$ cat src/rtl/run_ctrl.sv
// Run/load controller: loads instructions into memory, then paces the CPU in
// run, single-step (pause) and halt modes from two debounced push buttons.
module run_ctrl #(
  parameter int ADDR_WIDTH = 8
) (
  input  logic                  i_clk,
  input  logic                  i_rst,
  input  logic                  i_run_btn,
  input  logic                  i_step_btn,
  input  logic                  i_rx_dv,
  input  logic                  i_tick,
  input  logic                  i_loopf,
  output logic                  o_cpu_on,
  output logic                  o_control_en,
  output logic                  o_instr_we,
  output logic [ADDR_WIDTH-1:0] o_instr_addr,
  output logic [ADDR_WIDTH:0]   o_instr_count,
  output logic [1:0]            o_state,
  output logic                  o_halted,
  output logic                  o_overflow
);

  typedef enum logic [1:0] {
    LOAD  = 2'b00,
    RUN   = 2'b01,
    PAUSE = 2'b10,
    HALT  = 2'b11
  } state_t;

  state_t state;
  state_t state_nxt;
  logic   run_q;
  logic   step_q;
  logic   run_rel;
  logic   step_rel;
  logic   mem_full;
  logic   has_instr;
  logic   ctrl_nxt;
  logic   enter_load;

  assign run_rel   = run_q & ~i_run_btn;
  assign step_rel  = step_q & ~i_step_btn;
  assign mem_full  = o_instr_count[ADDR_WIDTH];
  assign has_instr = |o_instr_count;
  assign o_state   = state;

  // Next state follows the event priority: run release > loopf > step release > tick.
  always_comb begin
    state_nxt = state;
    unique case (state)
      LOAD: begin
        if (run_rel && has_instr)       state_nxt = RUN;
        else if (step_rel && has_instr) state_nxt = PAUSE;
      end
      RUN: begin
        if (run_rel)       state_nxt = LOAD;
        else if (i_loopf)  state_nxt = HALT;
        else if (step_rel) state_nxt = PAUSE;
      end
      PAUSE: begin
        if (run_rel)      state_nxt = RUN;
        else if (i_loopf) state_nxt = HALT;
      end
      HALT: begin
        if (run_rel) state_nxt = LOAD;
      end
      default: state_nxt = LOAD;
    endcase
  end

  // Advance strobes only fire when the state is kept, so no pulse on a leaving edge.
  always_comb begin
    ctrl_nxt = 1'b0;
    if (state == RUN && state_nxt == RUN)
      ctrl_nxt = i_tick;
    else if (state == PAUSE && state_nxt == PAUSE)
      ctrl_nxt = step_rel;
  end

  assign enter_load = (state != LOAD) && (state_nxt == LOAD);

  always_ff @(posedge i_clk or negedge i_rst) begin
    if (!i_rst) begin
      state         <= LOAD;
      run_q         <= 1'b0;
      step_q        <= 1'b0;
      o_cpu_on      <= 1'b0;
      o_control_en  <= 1'b0;
      o_instr_we    <= 1'b0;
      o_instr_addr  <= '0;
      o_instr_count <= '0;
      o_halted      <= 1'b0;
      o_overflow    <= 1'b0;
    end else begin
      run_q        <= i_run_btn;
      step_q       <= i_step_btn;
      state        <= state_nxt;
      o_cpu_on     <= (state_nxt != LOAD);
      o_halted     <= (state_nxt == HALT);
      o_control_en <= ctrl_nxt;
      o_instr_we   <= 1'b0;

      // A strobe on the edge that leaves LOAD is still captured.
      if (state == LOAD && i_rx_dv) begin
        if (mem_full) begin
          o_overflow <= 1'b1;
        end else begin
          o_instr_we    <= 1'b1;
          o_instr_addr  <= o_instr_count[ADDR_WIDTH-1:0];
          o_instr_count <= o_instr_count + 1'b1;
        end
      end

      if (enter_load) begin
        o_instr_count <= '0;
        o_instr_addr  <= '0;
        o_overflow    <= 1'b0;
      end
    end
  end

endmodule

$ cat config.mk
export PLATFORM = sky130hd
export DESIGN_NAME = run_ctrl
export DESIGN_NICKNAME = d
export VERILOG_FILES = /design/src/rtl/run_ctrl.sv
export SDC_FILE = /design/constraint.sdc
export NUM_CORES = 1
export LEC_CHECK = 0
export BUFFER_PORTS_ARGS = -buffer_cell sky130_fd_sc_hd__buf_2
export CAP_MARGIN = 30
export CORE_UTILIZATION = 55
export DETAILED_ROUTE_END_ITERATION = 6
export PLACE_DENSITY = 0.8
export SETUP_SLACK_MARGIN = 0.15
export SLEW_MARGIN = 25
export SYNTH_ARGS = -nofsm -noshare
export SYNTH_HDL_FRONTEND = slang
export SYNTH_SLANG_ARGS = --single-unit
$ cat constraint.sdc
create_clock -name i_clk -period 3 [get_ports i_clk]
set_clock_uncertainty 0.2 [all_clocks]
set_input_delay 0 -clock i_clk [delete_from_list [all_inputs] [get_ports i_clk]]
set_output_delay 0 -clock i_clk [all_outputs]
set_load 0.01 [all_outputs]
==> key figures <==
Critical path
  – Reg2reg setup slack: 0.66 ns
  – Worst r2r src: o_state[1]$_DFF_PN0_
  – Critical path launch point type: flip-flop
  – Critical path class: flip-flop to flip-flop
  – Critical path cell sequence: or4b_1 > or4_1 > a21oi_1
  – Crit. End Element: flip-flop
  – CP delay by family, top: simple AND/OR/NAND/NOR gates
  – Critical path arrival: 2.41 ns
  – WP buf/inv: 0
  – Req. time, crit path: 3.07 ns
  – CP peak stage delay: 0.83 ns
  – Critical Path Stages: 3
  – Slowest cell on crit path: or4b_1
  – FF-to-FF End: o_instr_count[6]$_DFFE_PN0P_
  – Reg2reg path depth: 3
  – CP Max Fanout: 19

Clocking
  – Longest Clk Path Bufs: 2
  – CTS buffer count: 3
  – Clk Latency, worst-skew pair: 0.33 ns
  – CTS clk-pin slew, worst paths: 0.14 ns
  – Cell at the root of the clock tree: clkbuf_4
  – Clock tree from TritonCTS: built
  – H-tree Lvls: 1
  – # clock sinks: 26

Route
  – Avg WL per Cell: 13.9 um
  – Pre-Repair DR Iteration Count: 4
  – DRT antenna net count: 0
  – Post-route DRC: 0
  – Initial DRC Count: 23
  – Vias per Instance: 5.82
  – Routed wire length: 2580 um
  – Via Count: 1077

Timing
  – Setup_tns: 0 ns
  – Final Cycle Share: 78.0%
  – Slew HR: 62.1%
  – Worst Tran Pin Value: 0.568 ns
  – Slew Limit Fails: 0
  – RSZ-0062 raised after global routing: false
  – Count of final setup violators: 0
  – Crit path time final: 2.34 ns
  – Final Hold Viols: 0
  – Post-route setup slack: 0.659 ns
  – Max Fclk: 427 MHz

Finish
  – Fin cells: 185
  – Diode count: 0
  – Layout cell share with drive strength beyond 1: 24.1%
  – Final core occ: 73.4%
  – # fillers: 157
  – Commonest non-fill, non-tap cell in the layout: buf_2
  – Commonest non-fill, non-tap cells in the layout: buf_2 (31), nand2_1 (29), dfrtp_1 (26)
  – Total Nets Final: 168
  – Area grow syn2layout: 23.5%

Yosys
  – Syn Inst Count: 123
  – Number of synthesized register bits: 26
  – Sequential fraction of the synthesis area: 55.2%
  – Post-Syn Nets: 132
  – Post-Syn Area: 1180 um^2
  – Synth warn: 0
  – Mean post-synth cell area: 9.58 um^2
  – Post-synth top flop: dfrtp_1
  – Netlist cell types: 29
  – Post-synth EDFFs: 0
  – Asr flop ratio synth: 100%

Floorplan
  – Area of the die: 2330 um^2
  – Placeable Area: 1980 um^2
  – Die height: 48.3 um
  – # rows: 16
  – Chip width: 48.3 um
  – # IOs: 31
  – Starting Density: 59.5%

Global routing
  – Total GRT Usage: 25.2%
  – Largest net degree at the start of global routing: 27
  – Total grt overflow: 0
  – Global-route wire length before repair: 3860 um
  – Vias in the first global route: 864
  – Initial antenna violation count: 0

Hold path
  – Hold Path Class: primary input to asynchronous set/reset pin

Placed design
  – GPL Wtd Cong: 0.893
  – DP Wirelength: 1660 um
  – Placed cells: 174
  – DP Worst Slack: 0.706 ns
  – PortBufs: 30

Pwr
  – Design Power: 984 uW
  – Peak supply drop: 0.514 mV
  – Lkg Pwr: 0.000704 uW
  – PD cells: 676 nW/um^2

Job
  – Max_cap viols: 0

Status
  – Status: completed
==> tightest hold or removal path, stage by stage <==
cell           delay, ns
dlygate4sd3_1       0.52
buf_2               0.09
buf_2               0.46
==> how the worst max path moves through the flow <==
stage                         startpoint                            to
global placement    o_state[0]$_DFF_PN0_  o_instr_count[6]$_DFFE_PN0P_
floorplan           o_state[1]$_DFF_PN0_  o_instr_count[6]$_DFFE_PN0P_
global route        o_state[0]$_DFF_PN0_  o_instr_count[3]$_DFFE_PN0P_
CTS                 o_state[0]$_DFF_PN0_  o_instr_count[6]$_DFFE_PN0P_
finish              o_state[1]$_DFF_PN0_  o_instr_count[6]$_DFFE_PN0P_
detailed placement  o_state[0]$_DFF_PN0_  o_instr_count[6]$_DFFE_PN0P_
==> timing repair <==
item / in CTS / in global routing
endpoints found under the hold margin: 35 / 0
hold buffers: 7 / 0
gates resized for setup: 0 / 0
endpoints found under the setup margin: 0 / 0
setup buffers: 0 / 0
==> layout make-up <==
cell class                 instances  area (um^2)  share of cell area, %
clock buffer                       3         22.5                   1.55
clock inverter                     1         30.0                   2.06
inverter                           4         15.0                   1.03
multi-input combinational         87          488                   33.5
sequential                        26          651                   44.7
tap                               27         33.8                   2.32
timing repair buffer              37          215                   14.8
==> power breakdown <==
part,internal [uW],total (uW),switching [uW]
Sequential,406,472,66.4
Combinational,108,270,162
Clock,135,241,105
Total,650,984,334
==> cell families (layout without fill, tap and decap cells) <==
family,Yosys count,after routing,synth area share [%]
DFF,26,26,55.2
adders and majority gates,2,2,2.12
buffers and inverters,10,45,3.40
AOI/OAI and AO/OA,28,28,13.8
and+or+nand+nor,54,54,22.9
muxes,3,3,2.55
==> routing by layer <==
layer | vias up | GRT usage, % | wire length [um]
li1 | 506 | - | -
met1 | 505 | 33.6 | 1120
met2 | 55 | 37.1 | 1190
met3 | 11 | 5.19 | 175
met4 | 0 | 16.7 | 91
met5 | - | 0 | 0
==> Yosys cell counts, types with 2 or more instances <==
cell,count,area (um^2)
inv_1,4,15.0
or3_1,2,12.5
mux2i_1,3,30.0
o211ai_1,2,15.0
nand3b_1,2,15.0
nor4_1,2,12.5
buf_2,2,10.0
a21oi_1,15,75.1
or3b_2,2,17.5
or4_1,2,15.0
nor3_1,3,15.0
nor2_1,2,7.51
ha_1,2,25.0
a211oi_1,2,15.0
nand3_1,3,15.0
nand2_1,29,109
o21ai_0,3,15.0
dfrtp_1,26,651
clkbuf_1,4,15.0
nor2b_1,2,12.5
o31ai_1,3,22.5
==> stage by stage <==
step           hold WS, ns  area, um^2
2_1_floorplan       -0.496        1180
3_3_place_gp        -0.183        1340
3_5_place_dp        -0.182        1340
4_1_cts              0.125        1460
5_1_grt              0.131        1460
6_report            0.0532        1460
==> sequential cells by signal, indices dropped and copies added (netlist names) <==
| signal | cells |
|---|---|
| o_instr_we | 1 |
| o_halted | 1 |
| step_q | 1 |
| o_state | 2 |
| o_instr_count | 9 |
| o_instr_addr | 8 |
| o_overflow | 1 |
| run_q | 1 |
| o_control_en | 1 |
| o_cpu_on | 1 |
Power figures use the tool's default switching activity.
